==> src/rtl/axi_rd_arbiter_if.sv <==
// Bundle of requester-side and AXI read-master signals for axi_rd_arbiter.
// master = the arbiter's view; slave = requesters plus the downstream AXI slave.
interface axi_rd_arbiter_if #(
  parameter int NREQ = 2
);
  logic [NREQ-1:0]      s_arvalid_i;
  logic [NREQ*32-1:0]   s_araddr_i;
  logic [NREQ-1:0]      s_arready_o;
  logic [NREQ-1:0]      s_rvalid_o;
  logic [63:0]          s_rdata_o;
  logic                 s_rlast_o;
  logic [NREQ-1:0]      s_rready_i;
  logic [NREQ-1:0]      err_o;

  logic                 m_axi_arvalid;
  logic [31:0]          m_axi_araddr;
  logic [5:0]           m_axi_arid;
  logic                 m_axi_arready;
  logic [1:0]           m_axi_arburst;
  logic [2:0]           m_axi_arsize;
  logic [3:0]           m_axi_arlen;
  logic [1:0]           m_axi_arlock;
  logic [2:0]           m_axi_arprot;
  logic [3:0]           m_axi_arcache;
  logic [3:0]           m_axi_arqos;

  logic                 m_axi_rvalid;
  logic                 m_axi_rlast;
  logic [1:0]           m_axi_rresp;
  logic [63:0]          m_axi_rdata;
  logic [5:0]           m_axi_rid;
  logic                 m_axi_rready;

  // Debug view of the AR FSM state (0 = IDLE, 1 = ISSUE).
  logic [0:0]           ar_state;

  modport master (
    input  s_arvalid_i, s_araddr_i, s_rready_i,
    input  m_axi_arready,
    input  m_axi_rvalid, m_axi_rlast, m_axi_rresp, m_axi_rdata, m_axi_rid,
    output s_arready_o, s_rvalid_o, s_rdata_o, s_rlast_o, err_o,
    output m_axi_arvalid, m_axi_araddr, m_axi_arid,
    output m_axi_arburst, m_axi_arsize, m_axi_arlen, m_axi_arlock,
    output m_axi_arprot, m_axi_arcache, m_axi_arqos,
    output m_axi_rready, ar_state
  );

  modport slave (
    output s_arvalid_i, s_araddr_i, s_rready_i,
    output m_axi_arready,
    output m_axi_rvalid, m_axi_rlast, m_axi_rresp, m_axi_rdata, m_axi_rid,
    input  s_arready_o, s_rvalid_o, s_rdata_o, s_rlast_o, err_o,
    input  m_axi_arvalid, m_axi_araddr, m_axi_arid,
    input  m_axi_arburst, m_axi_arsize, m_axi_arlen, m_axi_arlock,
    input  m_axi_arprot, m_axi_arcache, m_axi_arqos,
    input  m_axi_rready, ar_state
  );
endinterface

==> src/rtl/axi_rd_arbiter.sv <==
// N-requester AXI read-address arbiter with per-requester outstanding-burst limits and R routing by ID.
// Define AXI_ARB_FIXED_PRIO_EN for fixed priority (lowest index wins) instead of round-robin.
//
// Handshakes: a transfer happens on a rising clk_i edge where valid and ready are both 1.
// AR: m_axi_arvalid/araddr/arid are held stable from assertion until m_axi_arready;
// s_arready_o is a one-cycle accept pulse that does not wait for anything downstream.
// R: m_axi_rready and s_rvalid_o are combinational from the current beat's rid.
module axi_rd_arbiter #(
  parameter int NREQ    = 2,
  parameter int MAX_OUT = 4
) (
  input logic                clk_i,
  input logic                rst_ni,
  axi_rd_arbiter_if.master   bus
);
  localparam logic [0:0] IDLE  = 1'b0;
  localparam logic [0:0] ISSUE = 1'b1;
  localparam logic [3:0] MAX_CNT = 4'(MAX_OUT);

  logic [0:0]      state;
  logic [1:0]      grant;
  logic [31:0]     araddr;
  logic [3:0]      out_cnt [NREQ];
  logic [NREQ-1:0] err;

  logic [NREQ-1:0] eligible;
  logic            win_vld;
  logic [1:0]      win;
  logic [31:0]     win_addr;
  logic            ar_hs;
  logic            rready;
  logic            r_hs;
  logic [NREQ-1:0] cnt_inc;
  logic [NREQ-1:0] cnt_dec;
  logic [NREQ-1:0] err_set;

`ifndef AXI_ARB_FIXED_PRIO_EN
  logic [1:0]      rr_ptr;
`endif

  always_comb begin
    for (int k = 0; k < NREQ; k++) begin
      eligible[k] = bus.s_arvalid_i[k] && (out_cnt[k] < MAX_CNT);
    end
  end

`ifdef AXI_ARB_FIXED_PRIO_EN
  always_comb begin
    win_vld = 1'b0;
    win     = 2'd0;
    for (int j = NREQ - 1; j >= 0; j--) begin
      if (eligible[j]) begin
        win_vld = 1'b1;
        win     = 2'(j);
      end
    end
  end
`else
  // Scan starting at rr_ptr and wrapping; first eligible requester wins.
  always_comb begin
    int idx;
    win_vld = 1'b0;
    win     = 2'd0;
    idx     = 0;
    for (int i = 0; i < NREQ; i++) begin
      idx = int'(rr_ptr) + i;
      if (idx >= NREQ) idx = idx - NREQ;
      for (int j = 0; j < NREQ; j++) begin
        if (!win_vld && (j == idx) && eligible[j]) begin
          win_vld = 1'b1;
          win     = 2'(j);
        end
      end
    end
  end
`endif

  always_comb begin
    win_addr = 32'd0;
    for (int k = 0; k < NREQ; k++) begin
      if (win == 2'(k)) win_addr = bus.s_araddr_i[32*k +: 32];
    end
  end

  always_comb begin
    for (int k = 0; k < NREQ; k++) begin
      bus.s_arready_o[k] = (state == IDLE) && win_vld && (win == 2'(k));
    end
  end

  assign ar_hs = (state == ISSUE) && bus.m_axi_arready;

  // IDs outside 0..NREQ-1 match no requester and are drained with rready=1.
  always_comb begin
    rready = 1'b1;
    for (int k = 0; k < NREQ; k++) begin
      if (bus.m_axi_rid == 6'(k)) rready = bus.s_rready_i[k];
    end
  end

  assign r_hs = bus.m_axi_rvalid && rready;

  always_comb begin
    for (int k = 0; k < NREQ; k++) begin
      bus.s_rvalid_o[k] = bus.m_axi_rvalid && (bus.m_axi_rid == 6'(k));
      cnt_inc[k] = ar_hs && (grant == 2'(k));
      // A last beat arriving with no burst outstanding (e.g. after reset) is ignored.
      cnt_dec[k] = r_hs && bus.m_axi_rlast && (bus.m_axi_rid == 6'(k))
                   && (out_cnt[k] != 4'd0);
      err_set[k] = r_hs && (bus.m_axi_rresp != 2'b00) && (bus.m_axi_rid == 6'(k));
    end
  end

  always_ff @(posedge clk_i) begin
    if (!rst_ni) begin
      state  <= IDLE;
      grant  <= 2'd0;
      araddr <= 32'd0;
      err    <= '0;
`ifndef AXI_ARB_FIXED_PRIO_EN
      rr_ptr <= 2'd0;
`endif
      for (int k = 0; k < NREQ; k++) out_cnt[k] <= 4'd0;
    end else begin
      case (state)
        IDLE: begin
          if (win_vld) begin
            state  <= ISSUE;
            grant  <= win;
            araddr <= win_addr;
          end
        end
        ISSUE: begin
          if (bus.m_axi_arready) begin
            state  <= IDLE;
`ifndef AXI_ARB_FIXED_PRIO_EN
            rr_ptr <= (grant == 2'(NREQ - 1)) ? 2'd0 : grant + 2'd1;
`endif
          end
        end
        default: state <= IDLE;
      endcase

      for (int k = 0; k < NREQ; k++) begin
        if (cnt_inc[k] && !cnt_dec[k] && (out_cnt[k] != MAX_CNT)) begin
          out_cnt[k] <= out_cnt[k] + 4'd1;
        end else if (cnt_dec[k] && !cnt_inc[k]) begin
          out_cnt[k] <= out_cnt[k] - 4'd1;
        end
        if (err_set[k]) err[k] <= 1'b1;
      end
    end
  end

  assign bus.m_axi_arvalid = (state == ISSUE);
  assign bus.m_axi_araddr  = araddr;
  assign bus.m_axi_arid    = {4'd0, grant};
  assign bus.m_axi_arburst = 2'b01;
  assign bus.m_axi_arsize  = 3'b011;
  assign bus.m_axi_arlen   = 4'd15;
  assign bus.m_axi_arlock  = 2'd0;
  assign bus.m_axi_arprot  = 3'd0;
  assign bus.m_axi_arcache = 4'd0;
  assign bus.m_axi_arqos   = 4'd0;

  assign bus.m_axi_rready  = rready;
  assign bus.s_rdata_o     = bus.m_axi_rdata;
  assign bus.s_rlast_o     = bus.m_axi_rlast;
  assign bus.err_o         = err;
  assign bus.ar_state      = state;
endmodule
==> src/flat_wrapper.sv <==
// flat-port wrapper written by rule: the top's interface ports become plain ports
module axi_rd_arbiter_flat 
#(
  parameter int NREQ    = 2,
  parameter int MAX_OUT = 4
)
  (clk_i, rst_ni, bus_s_arvalid_i, bus_s_araddr_i, bus_s_rready_i, bus_m_axi_arready, bus_m_axi_rvalid, bus_m_axi_rlast, bus_m_axi_rresp, bus_m_axi_rdata, bus_m_axi_rid, bus_s_arready_o, bus_s_rvalid_o, bus_s_rdata_o, bus_s_rlast_o, bus_err_o, bus_m_axi_arvalid, bus_m_axi_araddr, bus_m_axi_arid, bus_m_axi_arburst, bus_m_axi_arsize, bus_m_axi_arlen, bus_m_axi_arlock, bus_m_axi_arprot, bus_m_axi_arcache, bus_m_axi_arqos, bus_m_axi_rready, bus_ar_state);
  axi_rd_arbiter_if #(.NREQ(NREQ)) bus_i ();
  input logic clk_i;
  input logic rst_ni;
  input wire logic [$bits(bus_i.s_arvalid_i)-1:0] bus_s_arvalid_i;
  input wire logic [$bits(bus_i.s_araddr_i)-1:0] bus_s_araddr_i;
  input wire logic [$bits(bus_i.s_rready_i)-1:0] bus_s_rready_i;
  input wire logic [$bits(bus_i.m_axi_arready)-1:0] bus_m_axi_arready;
  input wire logic [$bits(bus_i.m_axi_rvalid)-1:0] bus_m_axi_rvalid;
  input wire logic [$bits(bus_i.m_axi_rlast)-1:0] bus_m_axi_rlast;
  input wire logic [$bits(bus_i.m_axi_rresp)-1:0] bus_m_axi_rresp;
  input wire logic [$bits(bus_i.m_axi_rdata)-1:0] bus_m_axi_rdata;
  input wire logic [$bits(bus_i.m_axi_rid)-1:0] bus_m_axi_rid;
  output wire logic [$bits(bus_i.s_arready_o)-1:0] bus_s_arready_o;
  output wire logic [$bits(bus_i.s_rvalid_o)-1:0] bus_s_rvalid_o;
  output wire logic [$bits(bus_i.s_rdata_o)-1:0] bus_s_rdata_o;
  output wire logic [$bits(bus_i.s_rlast_o)-1:0] bus_s_rlast_o;
  output wire logic [$bits(bus_i.err_o)-1:0] bus_err_o;
  output wire logic [$bits(bus_i.m_axi_arvalid)-1:0] bus_m_axi_arvalid;
  output wire logic [$bits(bus_i.m_axi_araddr)-1:0] bus_m_axi_araddr;
  output wire logic [$bits(bus_i.m_axi_arid)-1:0] bus_m_axi_arid;
  output wire logic [$bits(bus_i.m_axi_arburst)-1:0] bus_m_axi_arburst;
  output wire logic [$bits(bus_i.m_axi_arsize)-1:0] bus_m_axi_arsize;
  output wire logic [$bits(bus_i.m_axi_arlen)-1:0] bus_m_axi_arlen;
  output wire logic [$bits(bus_i.m_axi_arlock)-1:0] bus_m_axi_arlock;
  output wire logic [$bits(bus_i.m_axi_arprot)-1:0] bus_m_axi_arprot;
  output wire logic [$bits(bus_i.m_axi_arcache)-1:0] bus_m_axi_arcache;
  output wire logic [$bits(bus_i.m_axi_arqos)-1:0] bus_m_axi_arqos;
  output wire logic [$bits(bus_i.m_axi_rready)-1:0] bus_m_axi_rready;
  output wire logic [$bits(bus_i.ar_state)-1:0] bus_ar_state;
  assign bus_i.s_arvalid_i = bus_s_arvalid_i;
  assign bus_i.s_araddr_i = bus_s_araddr_i;
  assign bus_i.s_rready_i = bus_s_rready_i;
  assign bus_i.m_axi_arready = bus_m_axi_arready;
  assign bus_i.m_axi_rvalid = bus_m_axi_rvalid;
  assign bus_i.m_axi_rlast = bus_m_axi_rlast;
  assign bus_i.m_axi_rresp = bus_m_axi_rresp;
  assign bus_i.m_axi_rdata = bus_m_axi_rdata;
  assign bus_i.m_axi_rid = bus_m_axi_rid;
  assign bus_s_arready_o = bus_i.s_arready_o;
  assign bus_s_rvalid_o = bus_i.s_rvalid_o;
  assign bus_s_rdata_o = bus_i.s_rdata_o;
  assign bus_s_rlast_o = bus_i.s_rlast_o;
  assign bus_err_o = bus_i.err_o;
  assign bus_m_axi_arvalid = bus_i.m_axi_arvalid;
  assign bus_m_axi_araddr = bus_i.m_axi_araddr;
  assign bus_m_axi_arid = bus_i.m_axi_arid;
  assign bus_m_axi_arburst = bus_i.m_axi_arburst;
  assign bus_m_axi_arsize = bus_i.m_axi_arsize;
  assign bus_m_axi_arlen = bus_i.m_axi_arlen;
  assign bus_m_axi_arlock = bus_i.m_axi_arlock;
  assign bus_m_axi_arprot = bus_i.m_axi_arprot;
  assign bus_m_axi_arcache = bus_i.m_axi_arcache;
  assign bus_m_axi_arqos = bus_i.m_axi_arqos;
  assign bus_m_axi_rready = bus_i.m_axi_rready;
  assign bus_ar_state = bus_i.ar_state;
  axi_rd_arbiter #(.NREQ(NREQ), .MAX_OUT(MAX_OUT)) u_core (.clk_i(clk_i), .rst_ni(rst_ni), .bus(bus_i));
endmodule
==> config.mk <==
export PLATFORM = sky130hd
export DESIGN_NAME = axi_rd_arbiter_flat
export DESIGN_NICKNAME = d
export VERILOG_FILES = /design/src/rtl/axi_rd_arbiter_if.sv /design/src/rtl/axi_rd_arbiter.sv /design/src/flat_wrapper.sv
export SDC_FILE = /design/constraint.sdc
export NUM_CORES = 1
export LEC_CHECK = 0
export ABC_AREA = 1
export BUFFER_PORTS_ARGS = -buffer_cell sky130_fd_sc_hd__buf_2
export CORE_AREA = 5 5 104 106
export DETAILED_ROUTE_END_ITERATION = 12
export DIE_AREA = 0 0 109 111
export PLACE_DENSITY = 0.77
export SKIP_LAST_GASP = 1
export SLEW_MARGIN = 20
export SYNTH_ARGS = -nofsm -noshare
export SYNTH_HDL_FRONTEND = slang
export SYNTH_SLANG_ARGS = --single-unit
==> constraint.sdc <==
create_clock -name clk_i -period 4.2 [get_ports clk_i]
set_input_delay 0.21 -clock clk_i [delete_from_list [all_inputs] [get_ports clk_i]]
set_output_delay 0.21 -clock clk_i [all_outputs]
set_load 0.05 [all_outputs]
==> results, run 1 <==
- The final wirelength is ~7600 um.
- For this configuration, the core starts out at a cell density of 0.309.
- The flow ran to the end, and the final reports show no timing, DRC or antenna violations.
- The post-route fraction of the period consumed by the critical path is 0.627.
- The path class of the tightest hold or removal check is primary input to flip-flop.
- The placement row count is 36.
- The worst setup path is launched from a flip-flop.
- The met3 layer usage reported by global route is 0.0478.
- The post-detailed-route via-to-cell ratio is ~4.3.
- The I/O pin total is 279.
- The total power after layout is 0.00111 W.
- Clock skew on the completed layout was measured at 0.00444 ns.
- The share of synthesized area in the top cell type comes to 0.248.
- The post-place setup slack is 1.83 ns.
- Of the total power, combinational logic draws 0.318.
- The diode insertion count for antenna repair is 0.
- Summed over all cells, the static leakage comes to ~1.6 nW.
- The post-CTS clock slew at the launch and capture registers of the worst setup and hold paths is 0.09 ns.
- The actual transition at the worst max-transition pin is 0.810 ns.
- The layer flagged by global routing as most heavily used is met2.
- The sum of negative setup slack is 0 ns.
- The met1 capacity usage during global routing is 0.135.
- The count of mapped cells out of synthesis is 405.
- For this design the total switching power over the nets is 0.000432 W.
- The length of the first detailed-routing pass in iterations is 5.
- The CTS buffer count is 5.
- The arrival time at the worst endpoint is around 2.4 ns.
- At the end of the flow the core is filled with cells to 0.327.
- The count of warnings emitted by yosys is 0.
- The post-detailed-route DRC marker count is 0.
- The TritonCTS clock tree is built.
- The tool flagged a number of max-cap violations equal to 0.
- On the critical path the largest part of the delay comes from compound AO/OA/AOI/OAI gates.
- The placeable core region is 0.00968 sq mm.
- After detailed routing, the average wire length per cell comes to 12.8 um.
- The worst slew margin relative to its limit is 0.459.
- On the worst path, the slowest cell contributes a delay of roughly 0.70 ns.
- The floorplan step set the die width to about 110 um.
- No sink is reached through more buffers than the 2 on the longest clock path.
- The detailed-route via count is 2549.
- The count of filler cells inserted in the layout is about 1100.
- The power density over cell area is 349 mW/mm^2.
- Setup repair after global routing left no endpoint under its margin.
- The clock tree synthesis step divided the H-tree into 2 levels.
- The flop and latch count out of synthesis is 45.
- The total setup buffers inserted after CTS is 0.
- The instance count after placement with tap cells included is 581.
- The number of pins exceeding their max-slew limit in the final report is 0.
- Data on the critical path is required at its endpoint by 3.99 ns.
- The sum of buffers and inverters on the critical path is 2.
- The startpoint identified for the worst register-to-register timing path is u_core.bus.ar_state.
- The first global-routing pass estimated 11900 um of wire.
- The setup path with the least slack is of type flip-flop to output port.
- Ranked by total cell area, the synthesized netlist is headed by sky130_fd_sc_hd__dfxtp_1 25%, sky130_fd_sc_hd__buf_4 24%, sky130_fd_sc_hd__nand2_1 15%.
- The sort of element at the end of the critical path is an output port.
- The number of distinct library cell variants in the gate-level netlist after synthesis is 33.
- After layout, the worst setup slack is 1.57 ns.
- The cell-internal power is 0.000673 W.
- The average cell area after synthesis is 7.38 sq um.
- The detail route stage leaves a number of antenna-violating nets equal to 0.
- The root cell of the clock tree is sky130_fd_sc_hd__clkbuf_8.
- The number of antenna violations at the first check in global routing is 0.
- The global router's overall resource usage is 0.122.
- The signal on the critical path passes through inv_2 -> nand3_2 -> nand2_2 -> nand2_4 -> a21oi_4 -> buf_2.
- The total overflow reported by the global router is 0.
- The share of total power dissipated in sequential elements is 0.446.
- The proportion of layout cells with a drive suffix above 1 is 0.316.
- The die boundary height is 111 um.
- The post-cts sizing count is 0.
- The worst-path maximum fanout is 34.
- The launch point of the critical path is u_core.out_cnt[1][2].
- The hold violation total from the final report is 0.
- IR analysis of the VDD net gives a maximum drop of 0.136 mV.
- Of all cell types, the one taking the most synthesized area is sky130_fd_sc_hd__dfxtp_1.
- The sequential element share of the synthesized area is 0.328.
- From synthesis to final layout, the design area changed by 6.03%.
- The number of nets at the end of the flow is 605.
- The part of the total power dissipated in the clock network is 0.235.
- During placement, the flow inserted port buffers numbering around 120.
- The origin of the worst min-delay path is bus_s_araddr_i[8].
- The count of hold-fix buffers inserted at cts is 0.
- At the end of routability-driven placement, the weighted congestion stood at 0.823.
- The via count of the first global-routing pass is 2465.
- The fraction of met2 tracks used by global routing is 0.199.
- The die covers approximately 0.012 sq mm.
- Entering global routing, the biggest net connects 38 pins.
- The clock drives 45 sinks.
- The switching fraction of total power is 0.391.
- The largest individual stage delay along the critical path comes from the cell sky130_fd_sc_hd__a21oi_4.
- The post-layout minimum cycle time is 2.63 ns.
- The worst-skew pair later-pin latency is approximately 0.29 ns.
- The setup-violating endpoint count in the final report is 0.
- The half-perimeter wire length after placement is 6140 um.
- In this run, the number of DRC markers left after iteration 0 of detailed routing was 115.
- Once layout is complete, the cells apart from fillers number 589.
- For this run, the top clock speed supported by timing is 0.380 GHz.
- The cell area that synthesis handed to floorplanning was approximately 0.0030 sq mm.
-- cells in the mapped netlist --
cell type / n
sky130_fd_sc_hd__buf_1: 1
sky130_fd_sc_hd__nand4_1: 5
sky130_fd_sc_hd__ha_1: 4
sky130_fd_sc_hd__nor2_1: 16
sky130_fd_sc_hd__dfxtp_1: 37
sky130_fd_sc_hd__a311oi_1: 1
sky130_fd_sc_hd__a21oi_4: 1
sky130_fd_sc_hd__nand2_2: 1
sky130_fd_sc_hd__nor2_2: 4
sky130_fd_sc_hd__buf_6: 3
sky130_fd_sc_hd__inv_1: 31
sky130_fd_sc_hd__edfxtp_1: 8
sky130_fd_sc_hd__xnor2_1: 1
sky130_fd_sc_hd__inv_2: 2
sky130_fd_sc_hd__nand2_1: 119
sky130_fd_sc_hd__nor4_1: 1
sky130_fd_sc_hd__a31oi_1: 33
sky130_fd_sc_hd__nand2_4: 1
sky130_fd_sc_hd__nand3_2: 3
sky130_fd_sc_hd__xor2_1: 4
sky130_fd_sc_hd__clkinv_1: 1
sky130_fd_sc_hd__buf_4: 96
sky130_fd_sc_hd__buf_2: 4
sky130_fd_sc_hd__nand3_1: 12
sky130_fd_sc_hd__a21oi_1: 3
sky130_fd_sc_hd__nor3_1: 4
sky130_fd_sc_hd__o21ai_0: 1
sky130_fd_sc_hd__o31ai_1: 1
sky130_fd_sc_hd__o211ai_1: 1
sky130_fd_sc_hd__clkbuf_1: 2
sky130_fd_sc_hd__fa_1: 1
sky130_fd_sc_hd__conb_1: 2
sky130_fd_sc_hd__nor2_4: 1
-- routing by layer --
| metal | part of all wire | routed length (um) |
|---|---|---|
| met5 | 0 | 0 |
| met4 | 0.035 | 263 |
| met3 | 0.13 | 969 |
| met2 | 0.46 | 3500 |
| met1 | 0.37 | 2820 |
-- kinds of logic (layout without fill, tap and decap cells) --
logic type	Yosys count	in the layout	share of synthesized area
adders and majority gates	5	5	0.0234
DFF	45	45	0.328
xor gates and xnor gates	5	5	0.0146
and+or+nand+nor	167	167	0.237
buffers and inverters	140	166	0.305
other	2	27	0.00251
AOI/OAI and AO/OA	41	41	0.0891
-- flip-flops by register name, summed over array words and instances, names as in the netlist --
| signal | flops |
|---|---|
| u_core.bus.m_axi_araddr | 32 |
| u_core.out_cnt | 8 |
| u_core.bus.err_o | 2 |
| u_core.bus.ar_state | 1 |
| u_core.grant | 1 |
| u_core.rr_ptr | 1 |
-- path summary, 6_finish.rpt --
kind / to / slack, ns / depth (start not counted)
worst max-delay path: bus_s_arready_o[0] / 1.57 / 6
worst min register to register: u_core.rr_ptr[0] / 0.47 / 2
worst min-delay path: u_core.bus.m_axi_araddr[8] / 0.17 / 3
worst max register to register: u_core.out_cnt[0][3] / 1.84 / 14
-- power by group through the flow --
stage                     Combinational, W  Clock, W  Sequential, W
final                             0.000352  0.000260       0.000493
after global routing              0.000380  0.000296       0.000498
after CTS                         0.000355  0.000279       0.000493
after detailed placement          0.000355         0       0.000502
after global placement            0.000353         0       0.000503
after floorplan                   0.000355         0       0.000600
-- per-stage QoR --
stage,hold WS (ns),instance area [sq um]
after global placement,0.420,3090
final,0.168,3170
after global routing,0.156,3170
after floorplan,0.351,3080
after detailed placement,0.420,3090
after CTS,0.153,3170
-- worst register-to-register path, stage by stage, from the launching register on --
cell and delay (ns):
sky130_fd_sc_hd__dfxtp_1 0.50, sky130_fd_sc_hd__nand2_1 0.17, sky130_fd_sc_hd__nor2_1 0.12, sky130_fd_sc_hd__nor2_1 0.06, sky130_fd_sc_hd__nand3_2 0.13, sky130_fd_sc_hd__inv_1 0.09, sky130_fd_sc_hd__ha_1 0.32, sky130_fd_sc_hd__a21oi_1 0.16
sky130_fd_sc_hd__nand2_1 0.09, sky130_fd_sc_hd__xor2_1 0.13, sky130_fd_sc_hd__inv_1 0.07, sky130_fd_sc_hd__nand2_1 0.06, sky130_fd_sc_hd__inv_1 0.04, sky130_fd_sc_hd__o21ai_0 0.13, sky130_fd_sc_hd__inv_1 0.05
-- layout make-up --
class / count / area, sq um / share of cell area
clock buffers: 6 / 72.6 / 0.0229
clock inverters: 2 / 10.0 / 0.00316
inverters: 34 / 128 / 0.0403
multi-input cells: 245 / 1190 / 0.375
flip-flops and latches: 45 / 981 / 0.309
well taps: 133 / 166 / 0.0525
repair buffers: 124 / 623 / 0.197
-- cells in the final DEF, fill, tap and decap left out, types with 2 or more instances in the layout --
| master | instances |
|---|---|
| sky130_fd_sc_hd__ha_1 | 4 |
| sky130_fd_sc_hd__inv_2 | 2 |
| sky130_fd_sc_hd__nor3_1 | 4 |
| sky130_fd_sc_hd__nor2_2 | 4 |
| sky130_fd_sc_hd__xor2_1 | 4 |
| sky130_fd_sc_hd__clkbuf_8 | 5 |
| sky130_fd_sc_hd__nand2_1 | 119 |
| sky130_fd_sc_hd__nand4_1 | 5 |
| sky130_fd_sc_hd__clkinv_2 | 2 |
| sky130_fd_sc_hd__conb_1 | 27 |
| sky130_fd_sc_hd__buf_2 | 123 |
| sky130_fd_sc_hd__dfxtp_1 | 37 |
| sky130_fd_sc_hd__nand3_1 | 12 |
| sky130_fd_sc_hd__nand3_2 | 3 |
| sky130_fd_sc_hd__inv_1 | 31 |
| sky130_fd_sc_hd__nor2_1 | 16 |
| sky130_fd_sc_hd__a31oi_1 | 33 |
| sky130_fd_sc_hd__a21oi_1 | 3 |
| sky130_fd_sc_hd__edfxtp_1 | 8 |
Power figures use the tool's default switching activity.
==> run 2: changes to the inputs <==
CORE_AREA = 5 5 106 108   (was 5 5 104 106)
DIE_AREA = 0 0 111 113   (was 0 0 109 111)
clock period = 2.4 ns   (was 4.2 ns; I/O delays follow)
==> run 2 against run 1 <==
Count of clock-buffer cells in the layout did not move; critical path depth rose by 9; final area rose by 3.2%; critical path type is now flip-flop to flip-flop.
==> results, run 2 (synthesized netlist as in run 1, its figures left out) <==
- The placement row count is 37 (was 36).
- The origin of the worst min-delay path is bus_s_araddr_i[24] (was bus_s_araddr_i[8]).
- The first-pass GRT wire length came to 11700 um (was 11900 um).
- Dividing the final minimum period by the clock period gives 0.910.
- Static timing analysis puts the maximum clock frequency at about 0.46 GHz.
- The total placed instance area is 0.00315 sq mm (was 0.00309 sq mm).
- The DRC marker count from the first detailed-route iteration is 120 (was 115).
- The worst-path maximum fanout is 3 (was 34).
- The post-CTS clock slew at the launch and capture registers of the worst setup and hold paths is 0.10 ns (was 0.09 ns).
- The weighted congestion at the end of routability-driven global placement is 0.808 (was 0.823).
- The power density over cell area is 644 mW/mm^2 (was 349 mW/mm^2).
- The global router's overall resource usage was 0.114 (was 0.122).
- The post-layout minimum cycle time is 2.18 ns.
- The number of nets at the end of the flow came to 609 (was 605).
- The die boundary height came to 113 um (was 111 um).
- The chip width is 111 um (was 109 um).
- The sum of buffers and inverters on the critical path is 5 (was 2).
- The CTS buffer count was 5 (unchanged).
- The worst slack on hold paths was 0.0683 ns (was 0.168 ns).
- The level count of the clock H-tree came to 2 (unchanged).
- The area of the die was 0.0125 sq mm (was 0.0121 sq mm).
- The placeable core region is 0.0101 sq mm (was 0.00968 sq mm).
- Most frequent cells in the layout: 123 x sky130_fd_sc_hd__buf_2, 119 x sky130_fd_sc_hd__nand2_1, 36 x sky130_fd_sc_hd__dfxtp_1 (was 123 x sky130_fd_sc_hd__buf_2, 119 x sky130_fd_sc_hd__nand2_1, 37 x sky130_fd_sc_hd__dfxtp_1).
- The data required time at the worst endpoint is 2.46 ns (was 3.99 ns).
- The worst-skew pair later-pin latency is 0.30 ns (was 0.29 ns).
- The number of antenna violations at the first check in global routing came to 0 (unchanged).
- The sort of element at the end of the critical path is a flip-flop (was output port).
- The end-of-flow core utilization was 0.323 (was 0.327).
- The I/O pin total is 279 (unchanged).
- The path type of the worst setup path was flip-flop to flip-flop (was flip-flop to output port).
- The TritonCTS clock tree is built (unchanged).
- Cell breakdown of the critical path: inv_2 -> nand2_1 -> nor3_1 -> nor2_1 -> nand3_2 -> inv_1 -> ha_1 -> a21oi_2 -> nand2_1 -> xor2_1 -> inv_1 -> nand2_1 -> inv_1 -> o21ai_0 -> inv_1 (was inv_2 -> nand3_2 -> nand2_2 -> nand2_4 -> a21oi_4 -> buf_2).
- The proportion of layout cells with a drive suffix above 1 is 0.333 (was 0.316).
- The final wirelength came to 7630 um (was 7550 um).
- The detailed-route via count was 2584 (was 2549).
- The biggest cell delay along the critical path is 0.42 ns (was 0.70 ns).
- The area growth from synthesis to final layout came to 9.37% (was 6.03%).
- The arrival time at the worst endpoint is 2.25 ns (was 2.42 ns).
- The starting density of the core is 0.295 (was 0.309).
- The maximum clock path buffer count was 2 (unchanged).
- The number of pins exceeding their max-slew limit in the final report is 0 (unchanged).
- The number of buffers added on ports is 123 (unchanged).
- The post-route cell area came to 0.00327 sq mm (was 0.00317 sq mm).
- The post-detailed-route DRC marker count is 0 (unchanged).
- The pin count of the biggest net entering global routing came to 38 (unchanged).
- The type of the most critical hold path was primary input to flip-flop (unchanged).
- The root cell of the clock tree is sky130_fd_sc_hd__clkbuf_8 (unchanged).
- The half-perimeter wire length after placement is 6130 um (was 6140 um).
- The length of the first detailed-routing pass in iterations is 4 (was 5).
- The TritonCTS sink count was 45 (unchanged).
- The critical path launch point type is a flip-flop (unchanged).
- Run status: complete, no violations (unchanged).
- The post-detailed-route via-to-cell ratio is 4.34 (was 4.33).
- The setup-violating endpoint count in the final report was 0 (unchanged).
- The routed length per instance was 12.8 um (about the same).
- The final worst clock skew is 0.0109 ns (was 0.00444 ns).
- The total overflow reported by the global router is 0 (unchanged).
- The diode insertion count for antenna repair was 0 (unchanged).
- The max-capacitance violation count was 0 (unchanged).
- The source of the worst register-to-register timing path is u_core.out_cnt[0][0] (was u_core.bus.ar_state).
- Counting stages on the worst path, the most repeated cell is sky130_fd_sc_hd__inv_1.
- The maximum ir drop on the vdd rail was 0.249 mV (was 0.136 mV).
- The hold violation total from the final report is 0 (unchanged).
- The flip-flop count of the largest register after layout is 32 (unchanged).
- The family with the most delay on the worst path is simple AND/OR/NAND/NOR gates (was compound AO/OA/AOI/OAI gates).
- The leading cell type in the layout, fill and taps excluded was sky130_fd_sc_hd__buf_2 (unchanged).
- The via count of the first global-routing pass is 2516 (was 2465).
- The leakage component of the power is 1.66 nW (was 1.61 nW).
- The master of the slowest instance on the critical path is sky130_fd_sc_hd__edfxtp_1 (was sky130_fd_sc_hd__a21oi_4).
- The post-detailed-route count of antenna-violating nets is 0 (unchanged).
- The launch point of the critical path is u_core.out_cnt[0][0] (was u_core.out_cnt[1][2]).
==> run 2: changes by cell type in the layout (fill, tap and decap cells not counted), moves of 2 or more <==
cell / previous run / this run
sky130_fd_sc_hd__buf_12: 0 / 2
sky130_fd_sc_hd__clkinv_2: 2 / 0
sky130_fd_sc_hd__buf_4: 1 / 3
sky130_fd_sc_hd__inv_1: 31 / 29
sky130_fd_sc_hd__inv_2: 2 / 4
==> run 2: worst min-delay path, stage by stage <==
cell,delay [ns]
sky130_fd_sc_hd__buf_2,0.09
sky130_fd_sc_hd__nand2_1,0.05
sky130_fd_sc_hd__a31oi_1,0.06
==> run 2: metrics by stage <==
step                total power (W)  worst slack (ns)  std cells  setup TNS [ns]
global placement            0.00151             0.284        588               0
finish                      0.00211             0.217        596               0
floorplan                   0.00167             0.160        430               0
detailed placement          0.00152             0.145        588               0
global route                0.00222          -0.00920        596        -0.00920
CTS                         0.00214             0.144        596               0
==> run 2: layout make-up <==
type	instances	area (sq um)
timing repair buffer	128	678
inverter	34	128
clock inverter	2	36.3
sequential	45	982
fill	1130	6870
multi-input combinational	245	1190
tap	136	170
clock buffer	6	82.6
==> run 2: metal layers <==
metal	routed length, um	part of all wire	GRT usage
met4	415	0.054	0.0714
met5	0	0	0
met1	2890	0.38	0.117
met3	796	0.10	0.0428
met2	3530	0.46	0.195
==> run 2: repair_timing <==
item	CTS	global route
hold buffers	0	0
endpoints found under the setup margin	0	1
setup buffers	0	0
gates resized for setup	0	3
==> run 2: report_power, final <==
| part | internal (W) | switching (W) | total [W] |
|---|---|---|---|
| registers | 0.000828 | 0.0000357 | 0.000863 |
| logic | 0.000161 | 0.000473 | 0.000634 |
| clock network | 0.000340 | 0.000270 | 0.000610 |
==> run 2: worst paths after layout <==
kind                                 end  slack [ns]  depth (start not counted)
max                 u_core.out_cnt[0][3]        0.22                         15
max reg2reg         u_core.out_cnt[0][3]        0.22                         15
min          u_core.bus.m_axi_araddr[24]        0.07                          3
min reg2reg             u_core.rr_ptr[0]        0.47                          2
